--- src/rtl/ir_receiver_if.sv ---
// ir_receiver_if: groups the IR line input and the decoded-message outputs of the IR receiver.
// Signals: ir_in (raw IR line), msg[7:0], msg_valid (1-cycle strobe), err (1-cycle strobe), busy.
// modport master = the receiver (drives message side); modport slave = the consumer (drives ir_in).
interface ir_receiver_if;
    logic       ir_in;
    logic [7:0] msg;
    logic       msg_valid;
    logic       err;
    logic       busy;

    modport master (
        input  ir_in,
        output msg,
        output msg_valid,
        output err,
        output busy
    );

    modport slave (
        output ir_in,
        input  msg,
        input  msg_valid,
        input  err,
        input  busy
    );
endinterface

--- src/rtl/ir_receiver.sv ---
// Purpose: decodes an 8-bit LSB-first pulse-width IR frame (3-tick mark = 1, 1-tick mark = 0).
// Latency: msg_valid 3 cycles after the final mark falls (+FILTER_LEN with IR_RX_GLITCH_FILTER_EN).
// Backpressure: none; msg_valid/err are single-cycle strobes, msg holds until the next good frame.
// Ports: clk, rst (async active-high), bus (ir_receiver_if.master: ir_in, msg, msg_valid, err, busy).
// Option: define IR_RX_GLITCH_FILTER_EN to insert a FILTER_LEN-cycle stability filter after the synchronizer.
module ir_receiver #(
    parameter int CLK_PER_TICK = 20000,
    parameter int CNT_W        = 24,
    parameter int INVERT       = 0,
    parameter int FILTER_LEN   = 8
) (
    input  logic          clk,
    input  logic          rst,
    ir_receiver_if.master bus
);

    // Counter must be able to represent the space timeout.
    generate
        if (CNT_W < $clog2(5 * CLK_PER_TICK + 1) || FILTER_LEN < 1) begin : g_bad_cfg
            $error("ir_receiver: CNT_W too small or FILTER_LEN < 1");
        end
    endgenerate

    localparam logic [CNT_W-1:0] MIN_MARK = CNT_W'(CLK_PER_TICK / 2);
    localparam logic [CNT_W-1:0] ONE_TH   = CNT_W'(2 * CLK_PER_TICK);
    localparam logic [CNT_W-1:0] MAX_MARK = CNT_W'(4 * CLK_PER_TICK);
    localparam logic [CNT_W-1:0] TIMEOUT  = CNT_W'(5 * CLK_PER_TICK);
    localparam logic [CNT_W-1:0] CNT_ONE  = CNT_W'(1);

    typedef enum logic [1:0] {
        IDLE,
        MARK,
        SPACE,
        WAIT_LOW
    } state_t;

    // ------------------------------------------------------------------
    // Input conditioning: optional inversion, then 2-flop synchronizer.
    // ------------------------------------------------------------------
    logic ir_raw;
    logic sync1;
    logic s;
    logic lvl;   // level seen by the FSM

    assign ir_raw = (INVERT != 0) ? ~bus.ir_in : bus.ir_in;

    always_ff @(posedge clk or posedge rst) begin
        if (rst) begin
            sync1 <= 1'b0;
            s     <= 1'b0;
        end else begin
            sync1 <= ir_raw;
            s     <= sync1;
        end
    end

`ifdef IR_RX_GLITCH_FILTER_EN
    // f follows s only after s has differed from f for FILTER_LEN straight
    // cycles. Both edges see the same delay, so measured widths are unchanged.
    localparam int FW = $clog2(FILTER_LEN + 1);
    logic          f;
    logic [FW-1:0] fcnt;

    always_ff @(posedge clk or posedge rst) begin
        if (rst) begin
            f    <= 1'b0;
            fcnt <= '0;
        end else if (s == f) begin
            fcnt <= '0;
        end else if (fcnt == FW'(FILTER_LEN - 1)) begin
            f    <= s;
            fcnt <= '0;
        end else begin
            fcnt <= fcnt + FW'(1);
        end
    end

    assign lvl = f;
`else
    assign lvl = s;
`endif

    // ------------------------------------------------------------------
    // Decode FSM
    // ------------------------------------------------------------------
    state_t           state, state_nxt;
    logic [CNT_W-1:0] cnt, cnt_nxt;
    logic [2:0]       bitcnt, bitcnt_nxt;
    logic [7:0]       shreg, shreg_nxt;
    logic [7:0]       msg_q, msg_nxt;
    logic             vld_q, vld_nxt;
    logic             err_q, err_nxt;

    logic [CNT_W-1:0] cnt_inc;
    logic             bit_val;
    logic [7:0]       shifted;

    // Saturating increment: a stuck line never wraps the counter.
    assign cnt_inc = (cnt == {CNT_W{1'b1}}) ? cnt : cnt + CNT_ONE;
    assign bit_val = (cnt >= ONE_TH);
    assign shifted = {bit_val, shreg[7:1]};

    always_ff @(posedge clk or posedge rst) begin
        if (rst) begin
            state  <= IDLE;
            cnt    <= '0;
            bitcnt <= '0;
            shreg  <= '0;
            msg_q  <= '0;
            vld_q  <= 1'b0;
            err_q  <= 1'b0;
        end else begin
            state  <= state_nxt;
            cnt    <= cnt_nxt;
            bitcnt <= bitcnt_nxt;
            shreg  <= shreg_nxt;
            msg_q  <= msg_nxt;
            vld_q  <= vld_nxt;
            err_q  <= err_nxt;
        end
    end

    always_comb begin
        state_nxt  = state;
        cnt_nxt    = cnt;
        bitcnt_nxt = bitcnt;
        shreg_nxt  = shreg;
        msg_nxt    = msg_q;
        vld_nxt    = 1'b0;
        err_nxt    = 1'b0;

        case (state)
            IDLE: begin
                // Low time here (stalls, inter-frame gaps) is simply ignored.
                if (lvl) begin
                    cnt_nxt    = CNT_ONE;
                    bitcnt_nxt = '0;
                    state_nxt  = MARK;
                end
            end

            MARK: begin
                if (lvl) begin
                    cnt_nxt = cnt_inc;
                    if (cnt_inc >= MAX_MARK) begin
                        // Mark too long: flag once, then ignore until the line drops.
                        err_nxt   = 1'b1;
                        state_nxt = WAIT_LOW;
                    end
                end else if (cnt < MIN_MARK) begin
                    err_nxt   = 1'b1;
                    state_nxt = IDLE;
                end else begin
                    shreg_nxt  = shifted;
                    bitcnt_nxt = bitcnt + 3'd1;
                    if (bitcnt == 3'd7) begin
                        // 8th falling edge closes the frame; no space is awaited.
                        msg_nxt   = shifted;
                        vld_nxt   = 1'b1;
                        state_nxt = IDLE;
                    end else begin
                        cnt_nxt   = CNT_ONE;
                        state_nxt = SPACE;
                    end
                end
            end

            SPACE: begin
                if (!lvl) begin
                    cnt_nxt = cnt_inc;
                    if (cnt_inc >= TIMEOUT) begin
                        err_nxt   = 1'b1;
                        state_nxt = IDLE;
                    end
                end else begin
                    cnt_nxt   = CNT_ONE;
                    state_nxt = MARK;
                end
            end

            WAIT_LOW: begin
                if (!lvl) begin
                    state_nxt = IDLE;
                end
            end

            default: begin
                state_nxt = IDLE;
            end
        endcase
    end

    assign bus.msg       = msg_q;
    assign bus.msg_valid = vld_q;
    assign bus.err       = err_q;
    assign bus.busy      = (state != IDLE);

endmodule
--- src/flat_wrapper.sv ---
// flat-port wrapper written by rule: the top's interface ports become plain ports
module ir_receiver_flat 
#(
    parameter int CLK_PER_TICK = 20000,
    parameter int CNT_W        = 24,
    parameter int INVERT       = 0,
    parameter int FILTER_LEN   = 8
)
  (clk, rst, bus_ir_in, bus_msg, bus_msg_valid, bus_err, bus_busy);
  ir_receiver_if bus_i ();
  input  logic clk;
  input  logic rst;
  input wire logic [$bits(bus_i.ir_in)-1:0] bus_ir_in;
  output wire logic [$bits(bus_i.msg)-1:0] bus_msg;
  output wire logic [$bits(bus_i.msg_valid)-1:0] bus_msg_valid;
  output wire logic [$bits(bus_i.err)-1:0] bus_err;
  output wire logic [$bits(bus_i.busy)-1:0] bus_busy;
  assign bus_i.ir_in = bus_ir_in;
  assign bus_msg = bus_i.msg;
  assign bus_msg_valid = bus_i.msg_valid;
  assign bus_err = bus_i.err;
  assign bus_busy = bus_i.busy;
  ir_receiver #(.CLK_PER_TICK(CLK_PER_TICK), .CNT_W(CNT_W), .INVERT(INVERT), .FILTER_LEN(FILTER_LEN)) u_core (.clk(clk), .rst(rst), .bus(bus_i));
endmodule
--- config.mk ---
export PLATFORM = sky130hd
export DESIGN_NAME = ir_receiver_flat
export DESIGN_NICKNAME = d
export VERILOG_FILES = /design/src/rtl/ir_receiver_if.sv /design/src/rtl/ir_receiver.sv /design/src/flat_wrapper.sv
export SDC_FILE = /design/constraint.sdc
export NUM_CORES = 1
export LEC_CHECK = 0
export ABC_AREA = 1
export CAP_MARGIN = 20
export CORE_MARGIN = 2
export CORE_UTILIZATION = 40
export CTS_CLUSTER_DIAMETER = 60
export DETAILED_ROUTE_END_ITERATION = 10
export PLACE_DENSITY = 0.62
export RECOVER_POWER = 100
export SLEW_MARGIN = 15
export SYNTH_ARGS = -nofsm -noshare
export SYNTH_HDL_FRONTEND = slang
export SYNTH_SLANG_ARGS = --single-unit
--- constraint.sdc ---
create_clock -name clk -period 2.6 [get_ports clk]
set_input_delay 0.52 -clock clk [delete_from_list [all_inputs] [get_ports clk]]
set_output_delay 0.52 -clock clk [all_outputs]
set_load 0.05 [all_outputs]
# Yosys cells after proc, flatten, opt, wreduce, memory -nomap -nowiden

Index checks and enable logic that the tools add are counted.

Flip-flop bits (word level): 49
Output and inout bits: 11

Add/subtract/negate cells: 2
Order comparisons: 4
Equal/unequal tests: 13
Mux-type cells: 30
Bitwise gates (word level): 2
Reduce and logical (&&, ||, !) cells: 9

Operators by type and width:

| kind                    | count |
|---|---|
| $mux W24                | 6 |
| $pmux W24 S3            | 1 |
| $ge A24 B17 Y1 const B  | 2 |
| $add A24 B1 Y24 const B | 1 |
| $eq A24 B24 Y1 const B  | 1 |
| $ge A24 B16 Y1 const B  | 1 |
| $lt A24 B14 Y1 const B  | 1 |
| $mux W2                 | 8 |
| $reduce_and A4 Y1       | 4 |
| $mux W1                 | 9 |
| $mux W3                 | 3 |
| $pmux W2 S4             | 1 |
| $ne A2 B2 Y1 const B    | 3 |
| $ne A3 B2 Y1 const B    | 2 |
| $pmux W3 S2             | 1 |
| $eq A2 B2 Y1 const B    | 2 |
| $reduce_bool A2 Y1      | 2 |
| $add A3 B1 Y3 const B   | 1 |
| $eq A3 B3 Y1 const B    | 1 |
| $ne A3 B1 Y1 const B    | 1 |
| $ne A3 B3 Y1 const B    | 1 |
| $reduce_and A3 Y1       | 1 |
| $reduce_bool A3 Y1      | 1 |
| $eq A2 B1 Y1 const B    | 1 |
| other kinds (4)         | 5 |

# Logic depth before layout (Yosys ltp)

Gate-level depths: netlist (run 1).

Depth in word-level cells: 6
Depth in mapped cells: 19
Gate-level depth less buffers: 18

# Worst setup path before layout (run 1)

OpenSTA, ideal clock, no wires.

Kind: register -> register
Start: register u_core.cnt[0]
End: register u_core.state[0]
Data arrival time: 1.985 ns
Data required time: 2.483 ns
Setup slack: 0.498 ns
Stages on the path, launching flop included: 18
Path buffers: 1
Cell sequence: dfrtp_1 -> ha_1 -> nand2_2 -> nor2_4 -> nand2_4 -> nor2_4 -> nand2_2 -> buf_6 -> nand3_2 -> nand2_2 -> inv_2 -> nand3_2 -> nor2_1 -> nand3b_1 -> nand3_2 -> nand2_2 -> nand2_1 -> nand2_1

Word-level cells in the longest chain between the ends: 5
Elaborated cells on any way between the ends: 12
Those cells by class: add/sub: 1; order compare: 3; eq/ne: 3; mux: 4; reduce/logical: 1

Ends and longest elaborated chain:

| item                                                          | RTL line                               | RTL |
|---|---|---|
| from (decl)                                                   | ir_receiver.sv:87                      | `logic [CNT_W-1:0] cnt, cnt_nxt;` |
| from (signal assigned)                                        | ir_receiver.sv:114                     | `cnt <= cnt_nxt;` |
| $add A24 B1 Y24 / $eq A24 B24 Y1 (equally long branches)      | ir_receiver.sv:99                      | `assign cnt_inc = (cnt == {CNT_W{1'b1}}) ? cnt : cnt + CNT_ONE;` |
| $mux W24                                                      | ir_receiver.sv:99                      |  |
| $ge A24 B17 Y1, on equally long branches                      | ir_receiver.sv:171, ir_receiver.sv:145 |  |
| $ne A3 B1 Y1 (no line) / $ne A3 B3 Y1 (equally long branches) | n/a                                    |  |
| $reduce_and A4 Y1 (no line)                                   | n/a                                    |  |
| to (signal assigned)                                          | ir_receiver.sv:113                     | `state <= state_nxt;` |
| to (decl)                                                     | ir_receiver.sv:86                      | `state_t state, state_nxt;` |

Several ways; a longest one is shown, not always the timed one.
A chain may end at the register's enable or synchronous reset.

# Worst setup path after layout (run 1)

Start: register u_core.state[0]
End: output port bus_busy

Word-level cells in the longest chain between the ends: 1

Ends and longest elaborated chain:

| item               | RTL line           | RTL |
|---|---|---|
| $reduce_bool A2 Y1 | ir_receiver.sv:196 | `assign bus.busy = (state != IDLE);` |
| to (decl)          | flat_wrapper.sv:17 | `output wire logic [$bits(bus_i.busy)-1:0] bus_busy;` |

Every way passes these cells.

==> metrics, run 1 <==
outcome completed; 1st-iter DRT viols about 180; Final Net Count 484; Initial Util 41.00%; CP peak stage delay 0.82 ns; syn nets between 400 and 500; layout cell share with drive strength beyond 1 13.08%; Post-CTS Hold Fix Bufs 0; initial antenna violation count 0; mapped cell area 3136 sq um; Seq cells post-synth 48; pin count of the biggest net entering global routing 26; vias in the first global route 2863; Worst Hold Class register to register; gr ovfl total 0; DRT Wirelength 7.689 mm; Hold Fails Final Rpt 0; global-route usage over all layers 19.81%; Setup Skew 0.006337 ns; DRT antenna net count 0; Power Density 589.8 nW/um^2; Critical Path RT 2.08 ns; die width 92.54 um; I/O pin total 14; actual slew at the worst max-slew pin 0.9347 ns; Worst slew margin a little under two fifths; synth unique cells 32; global-route wire length before repair 13.54 mm; CP dominant cell by count inv_1; Worst-path clk slew 0.09 ns; max-slew violation count 0; # setup viols final 0; Via Count 2900; CP max FO 4; die area 8563 sq um; Wirelength per Cell 13.35 um; Crit path buffers/inverters 3; CORE AREA 7647 sq um; RSZ-0062 raised after global routing no; Die Ht 92.54 um; syn_area_per_cell 7.046 sq um; Crit path max-delay family buffers and inverters; commonest non-fill, non-tap cell in the layout nand2_1; Diodes inserted 0; Synth Instances 445; Final Cycle Share approximately 95%; CP arrival 1.95 ns; CTS H-tree depth 2; Hold WS ~0.36 ns; CTS Buf Count 5; peak supply drop ~0.00029 V; Skew-Pair Late Insertion Delay 0.31 ns; port buffer count 13; Layout area overhead 14.49%; CTS root buffer clkbuf_8; CP Cell Sequence inv_1 > ha_1 > inv_1 > clkdlybuf4s50_1; dpl cells 568; MaxCap Viol Count 0; global placer's final weighted congestion 0.9509; type of origin of the critical path register; post-DR vias/cell 5.035; Synth Flop Type dfrtp_1; first drt pass iteration count 4; post-synthesis sequential area ratio a little under two fifths; DRC viols 0; Cell Rows 32; post-DP HPWL 5.871 mm; fin crit period roughly 2.5 ns; fraction of registers with async set or reset after synthesis 100.0%; worst-case clock buffer depth 2; final setup TNS 0 ns; fin util 46.94%; Ys Warns 0; Post-synth EDFFs 0; Fmax a little over 400 MHz; crit path capture type output port; most frequent cells in the layout 128 x nand2_1, 61 x inv_1, 48 x dfrtp_1; CP Class register to output port; CTS tree built; P_leak 1.706 nW; fin cells between 500 and 600; clk sink count 48; Crit-path slowest cell clkdlybuf4s50_1
-- report_power, final --
group	switching (mW)	internal (mW)
registers	0.0371	0.797
logic	0.413	0.203
clock network	0.279	0.387
total	0.729	1.39
-- per-layer routing --
metal	GRT usage, %	routed length [um]	vias up
met5	0	0	-
met4	6.095	125	0
met3	2.929	367	10
met2	31.87	3467	86
met1	27.57	3729	1324
li1	-	-	1480
-- path summary, 6_finish.rpt --
check	to	start	cells past startpoint	slack, ns
worst max-delay path	bus_busy	u_core.state[0]	4	0.13
worst min-delay path	u_core.lvl	u_core.sync1	0	0.36
worst max register to register	u_core.state[1]	u_core.cnt[2]	15	0.30
worst min register to register	u_core.lvl	u_core.sync1	0	0.36
max in group asynchronous	u_core.cnt[19]	rst	3	0.63
min in group asynchronous	u_core.bitcnt[2]	rst	2	0.85
-- through the flow --
step	cell area (sq um)	setup WS, ns	power, mW
5_1_grt	3590	0.02118	2.247
2_1_floorplan	3136	0.4980	1.275
6_report	3590	0.1333	2.117
3_3_place_gp	3480	0.3368	1.480
3_5_place_dp	3480	0.2912	1.490
4_1_cts	3617	0.1133	2.156
-- flip-flops by register name, indices dropped and copies added, names as in the netlist --
register	cells
u_core.cnt	24
u_core.lvl	1
u_core.bitcnt	3
u_core.bus.msg_valid	1
u_core.bus.err	1
u_core.shreg	7
u_core.bus.msg	8
u_core.state	2
u_core.sync1	1
-- cell usage after synthesis (all sizes together) (2+ instances only) --
| master | number | area [sq um] |
|---|---|---|
| nand3 | 40 | 235.2 |
| inv | 67 | 251.5 |
| nand4 | 5 | 31.28 |
| o22ai | 20 | 125.1 |
| dfrtp | 48 | 1201 |
| a21oi | 5 | 28.78 |
| clkbuf | 3 | 11.26 |
| o21ai | 36 | 180.2 |
| xor2 | 3 | 26.28 |
| nor3 | 3 | 15.01 |
| nor4 | 2 | 12.51 |
| nand2 | 138 | 555.5 |
| nor2 | 53 | 259.0 |
| ha | 8 | 100.1 |
| buf | 6 | 42.54 |
-- what timing repair did --
| action | in CTS | in global routing |
|---|---|---|
| resized for setup | 0 | 1 |
| setup buffers | 0 | 0 |
| setup endpoints to repair | 0 | 2 |
-- cell type report --
cell class | instances | area, sq um
Fill cell | 787 | 4058
Tap cell | 102 | 127.6
Timing Repair Buffer | 30 | 242.7
Sequential cell | 48 | 1201
Inverter | 68 | 256.5
Multi-Input combinational cell | 320 | 1624
Clock inverter | 3 | 68.82
Clock buffer | 5 | 68.82
-- logic make-up (layout without fill, tap and decap cells) --
family | count (synthesis) | in the layout | share of synthesized area [%]
AND/OR/NAND/NOR | 243 | 243 | 35.79
buffers and inverters | 77 | 106 | 9.896
AO/OA/AOI/OAI | 66 | 66 | 11.97
flip-flops | 48 | 48 | 38.31
adder cells (fa/ha/maj) | 8 | 8 | 3.192
XOR/XNOR | 3 | 3 | 0.8381
No activity file was read; power rests on OpenSTA's default activity.
==> run 2: changes to the inputs <==
--- a/config.mk
+++ b/config.mk
@@ -12,7 +12,7 @@
 export CTS_CLUSTER_DIAMETER = 60
 export DETAILED_ROUTE_END_ITERATION = 10
 export PLACE_DENSITY = 0.62
-export RECOVER_POWER = 100
+export RECOVER_POWER = 25
 export SLEW_MARGIN = 15
 export SYNTH_ARGS = -nofsm -noshare
 export SYNTH_HDL_FRONTEND = slang
==> metrics, run 2 (synthesis results as in run 1) <==
outcome completed; CP max FO 4 (unchanged); post-DP HPWL 5.871 mm (unchanged); RSZ-0062 raised after global routing no; 1st-iter DRT viols 167 (-6.2%); CP Class register to output port; CORE AREA 7647 sq um (unchanged); DRC viols 0 (unchanged); Final Cycle Share 95.07% (+0.20 points); Wirelength per Cell 13.34 um (about the same); Setup Skew 0.007150 ns (+0.0008127 ns); most frequent cells in the layout 127 x nand2_1, 61 x inv_1, 48 x dfrtp_1; fin cells 576 (unchanged); Die Ht 92.54 um (unchanged); global-route wire length before repair 13.54 mm (unchanged); I/O pin total 14 (unchanged); Layout area overhead 15.04%; reg2reg setup slack 0.29 ns (about the same); Initial Util 41.00% (unchanged); Cell Rows 32 (unchanged); Power Density 593.4 nW/um^2 (+0.61%); Hold WS 0.3562 ns (+0.00002100 ns); layout cell share with drive strength beyond 1 13.92% (+0.84 points); max-slew violation count 0 (unchanged); Diodes inserted 0 (unchanged); Post-CTS Hold Fix Bufs 0 (unchanged); total setup buffers inserted after CTS 0 (unchanged); Final Net Count 484 (unchanged); global placer's final weighted congestion 0.9509 (unchanged); fin util 47.17% (+0.23 points); # setup viols final 0 (unchanged); Critical Path RT 2.08 ns (about the same); fin crit period 2.472 ns (+0.005097 ns); CTS root buffer clkbuf_8; Total Power 2.141 mW (+1.1%); Fmax 404.6 MHz (-0.21%); Worst Hold Class register to register; initial antenna violation count 0 (unchanged); DP Worst Slack 0.2912 ns (unchanged); die width 92.54 um (unchanged); Post-DP Area 3480 sq um (unchanged); Multi-input gate area 1629 sq um (+0.31%); Storage cell area 1201 sq um (unchanged); pin count of the biggest net entering global routing 26 (unchanged); crit path capture type output port; die area 8563 sq um (unchanged); actual slew at the worst max-slew pin 0.9326 ns (-0.002049 ns); post-DR vias/cell 5.047 (+0.24%); Worst-path clk slew 0.10 ns (about the same); port buffer count 13 (unchanged); # fillers 786 (-0.13%); vias in the first global route 2863 (unchanged); CTS Buf Count 5 (unchanged); type of origin of the critical path register; Hold Fails Final Rpt 0 (unchanged); DRT antenna net count 0 (unchanged); commonest non-fill, non-tap cell in the layout nand2_1; gr ovfl total 0 (unchanged); CTS tree built; worst-case clock buffer depth 2 (unchanged); design area 3607 sq um (+0.49%); CP arrival 1.95 ns (about the same); Setup WS post-layout 0.1282 ns (-0.005097 ns); Worst slew margin 37.76% (+0.14 points); MaxCap Viol Count 0 (unchanged); peak supply drop 0.0002890 V (+0.92%); first drt pass iteration count 4 (unchanged); P_leak 1.679 nW (-1.6%); DRT Wirelength 7.683 mm (about the same); global-route usage over all layers 19.81% (unchanged); Skew-Pair Late Insertion Delay 0.31 ns (about the same); final setup TNS 0 ns (unchanged); Via Count 2907 (+0.24%); dpl cells 568 (unchanged); CTS H-tree depth 2 (unchanged); clk sink count 48 (unchanged); max reg flops 24 (unchanged); Largest Register u_core.cnt
run 2: worst max-delay path, stage by stage, from the launching register on:
cell	delay (ns)
dfrtp_1	0.40
inv_1	0.08
ha_1	0.22
inv_1	0.12
clkdlybuf4s50_1	0.82
run 2: repair_timing:
item,4_1_cts,5_1_grt
gates resized for setup,0,1
endpoints found under the hold margin,0,0
setup endpoints to repair,0,2
run 2: report_power, final:
group | internal, mW | total [mW] | leakage, nW | switching [mW]
Combinational | 0.223 | 0.637 | 0.953 | 0.414
Clock | 0.388 | 0.669 | 0.0687 | 0.281
Sequential | 0.797 | 0.835 | 0.657 | 0.0376
Total | 1.41 | 2.14 | 1.68 | 0.733
run 2: area by class of cell:
class                           instances  share of cell area (%)
Clock inverter                          3                   1.908
Tap cell                              102                   3.538
Clock buffer                            5                   1.908
Sequential cell                        48                   33.30
Timing Repair Buffer                   30                   7.076
Inverter                               68                   7.111
Multi-Input combinational cell        320                   45.16
run 2: routing by layer:
metal	wire length, um	GRT usage [%]
met4	125	6.095
met1	3773	27.57
met3	308	2.929
met5	0	0
met2	3476	31.87
run 2: final timing paths:
kind                                 start                to  depth (start not counted)
setup / recovery           u_core.state[0]          bus_busy                          4
hold / removal                u_core.sync1        u_core.lvl                          0
setup reg to reg             u_core.cnt[2]   u_core.state[1]                         15
hold reg to reg               u_core.sync1        u_core.lvl                          0
max in group asynchronous              rst    u_core.cnt[19]                          3
min in group asynchronous              rst  u_core.bitcnt[2]                          2
==> run 3: changes to the inputs <==
--- a/config.mk
+++ b/config.mk
@@ -11,6 +11,7 @@
 export CORE_UTILIZATION = 40
 export CTS_CLUSTER_DIAMETER = 60
 export DETAILED_ROUTE_END_ITERATION = 10
+export MAX_ROUTING_LAYER = met4
 export PLACE_DENSITY = 0.62
 export RECOVER_POWER = 25
 export SLEW_MARGIN = 15
==> metrics, run 3 (synthesis results as in run 1) <==
vias in the first global route 2775 (-3.1%); max-slew violation count 0 (unchanged); port buffer count 13 (unchanged); P_int 1.395 mW (-0.89%); Final Net Count 482 (-0.41%); top layer in use met4; Setup Skew 0.006632 ns (-0.0005173 ns); Skew-Pair Late Insertion Delay 0.31 ns (about the same); Critical Path RT 2.08 ns (about the same); actual slew at the worst max-slew pin 1.005 ns (+0.07266 ns); # setup viols final 0 (unchanged); Hold WS 0.3572 ns (+0.001001 ns); global-route usage over all layers 19.97% (+0.16 points); Multi-input gate area 1632 sq um (+0.15%); global placer's final weighted congestion 0.8830 (-7.1%); fin crit period 2.466 ns (-0.006271 ns); P_leak 1.674 nW (-0.31%); DRT antenna net count 0 (unchanged); MaxCap Viol Count 0 (unchanged); CTS tree built; Die Ht 92.54 um (unchanged); CP arrival 1.95 ns (about the same); Via Count 2925 (+0.62%); layout cell share with drive strength beyond 1 13.77% (-0.15 points); # fillers 805 (+2.4%); Largest Register u_core.cnt; clk sink count 48 (unchanged); worst-case clock buffer depth 2 (unchanged); Fmax 405.6 MHz (+0.25%); DRT Wirelength 7.835 mm (+2.0%); Worst slew margin 32.91% (-4.8 points); power share of the combinational group 29.3% (-0.5 points); Worst-path clk slew 0.09 ns (about the same); Crit-path slowest cell clkdlybuf4s50_1; CP Cell Sequence inv_1 > ha_1 > inv_1 > clkdlybuf4s50_1; global-route wire length before repair 13.25 mm (-2.2%); Final Cycle Share 94.83% (-0.24 points); 1st-iter DRT viols 168 (+0.60%); outcome completed; max reg flops 24 (unchanged); CTS root buffer clkbuf_8; final setup TNS 0 ns (unchanged); M1 wire length 3.719 mm (-1.4%); peak supply drop 0.0003505 V (+21%); pin count of the biggest net entering global routing 27 (+3.8%); CORE AREA 7647 sq um (unchanged); RSZ-0062 raised after global routing no; worst r2r src u_core.cnt[2]; type of origin of the critical path register; initial antenna violation count 0 (unchanged); Power Density 587.6 nW/um^2 (-0.98%); Storage cell area 1201 sq um (unchanged); Diodes inserted 0 (unchanged); Layout area overhead 15.12% (about the same); CTS Buf Count 5 (unchanged); CP peak stage delay 0.81 ns (about the same); gr ovfl total 0 (unchanged); CP Launch Point u_core.state[0]; I/O pin total 14 (unchanged); die area 8563 sq um (unchanged); Worst Hold Class register to register; CTS H-tree depth 2 (unchanged); Cell Rows 32 (unchanged); CP max FO 4 (unchanged); first drt pass iteration count 5 (+1); crit path capture type output port; most frequent cells in the layout 127 x nand2_1, 61 x inv_1, 48 x dfrtp_1; post-DP HPWL 5.953 mm (+1.4%); Wirelength per Cell 13.65 um (+2.3%); Post-CTS Hold Fix Bufs 0 (unchanged); reg2reg setup slack 0.30 ns (about the same); die width 92.54 um (unchanged); clock network fraction of design power 31.3% (about the same); Hold Startpoint u_core.sync1; post-DR vias/cell 5.096 (+0.97%); Initial Util 41.00% (unchanged); commonest non-fill, non-tap cell in the layout nand2_1; routed wl met2 3.612 mm (+3.9%); met3 WL 369 um (+20%); CP dominant cell by count inv_1; Net Sw Frac 34.23% (about the same); Hold Fails Final Rpt 0 (unchanged); DRC viols 0 (unchanged); CP Class register to output port; register share of total power 39.4% (+0.4 points); Sw Pwr 0.7260 mW (-0.96%)
-- run 3: cell count changes in the layout (fill, tap and decap cells not counted), sizes merged --
cell,previous run,this run
buf,16,15
clkbuf,6,5
-- run 3: timing repair --
action                                  CTS  global route
endpoints found under the setup margin    0             1
hold endpoints to repair                  0             0
setup buffers                             0             0
gates resized for setup                   0             2
-- run 3: path summary, 6_finish.rpt --
| kind | endpoint | cells past startpoint |
|---|---|---|
| max in group asynchronous | u_core.cnt[1] | 3 |
| worst min-delay path | u_core.lvl | 0 |
| worst max register to register | u_core.state[0] | 15 |
| worst max-delay path | bus_busy | 4 |
| worst min register to register | u_core.lvl | 0 |
| min in group asynchronous | u_core.bus.msg[0] | 2 |
-- run 3: critical path, delay by kind of cell (launching register included) --
| family | cells | cell delay (ns) |
|---|---|---|
| buf+inv | 3 | 1.01 |
| fa+ha+maj | 1 | 0.23 |
| flops | 1 | 0.41 |
-- run 3: metal layers --
metal / global-route usage, % / up-vias
met3: 3.092 / 14
li1: - / 1477
met4: 5.597 / 0
met2: 30.54 / 88
met5: - / -
met1: 27.69 / 1346
-- run 3: cell type report --
class | instances | area share [%]
multi-input combinational | 320 | 45.20
clock buffer | 5 | 1.906
timing repair buffer | 28 | 7.071
tap | 102 | 3.536
inverter | 68 | 7.106
sequential | 48 | 33.28
clock inverter | 3 | 1.906
-- run 3: stage by stage --
stage / instances / cell area [sq um] / utilization (%) / total power, mW / worst slack, ns
after detailed placement: 566 / 3465 / 45.30 / 1.474 / 0.2553
after CTS: 574 / 3602 / 47.10 / 2.148 / 0.1081
final: 574 / 3610 / 47.20 / 2.121 / 0.1345
after global placement: 566 / 3465 / 45.30 / 1.468 / 0.3079
after floorplan: 445 / 3136 / - / 1.275 / 0.4980
after global routing: 574 / 3610 / 47.20 / 2.239 / 0.04799
-- run 3: power by group through the flow --
stage                     logic (mW)  clock network (mW)  registers, mW
final                          0.622               0.663          0.836
after global routing           0.692               0.705          0.842
after CTS                      0.625               0.687          0.837
after detailed placement       0.622                   0          0.852
after global placement         0.618                   0          0.850
after floorplan                0.406                   0          0.869
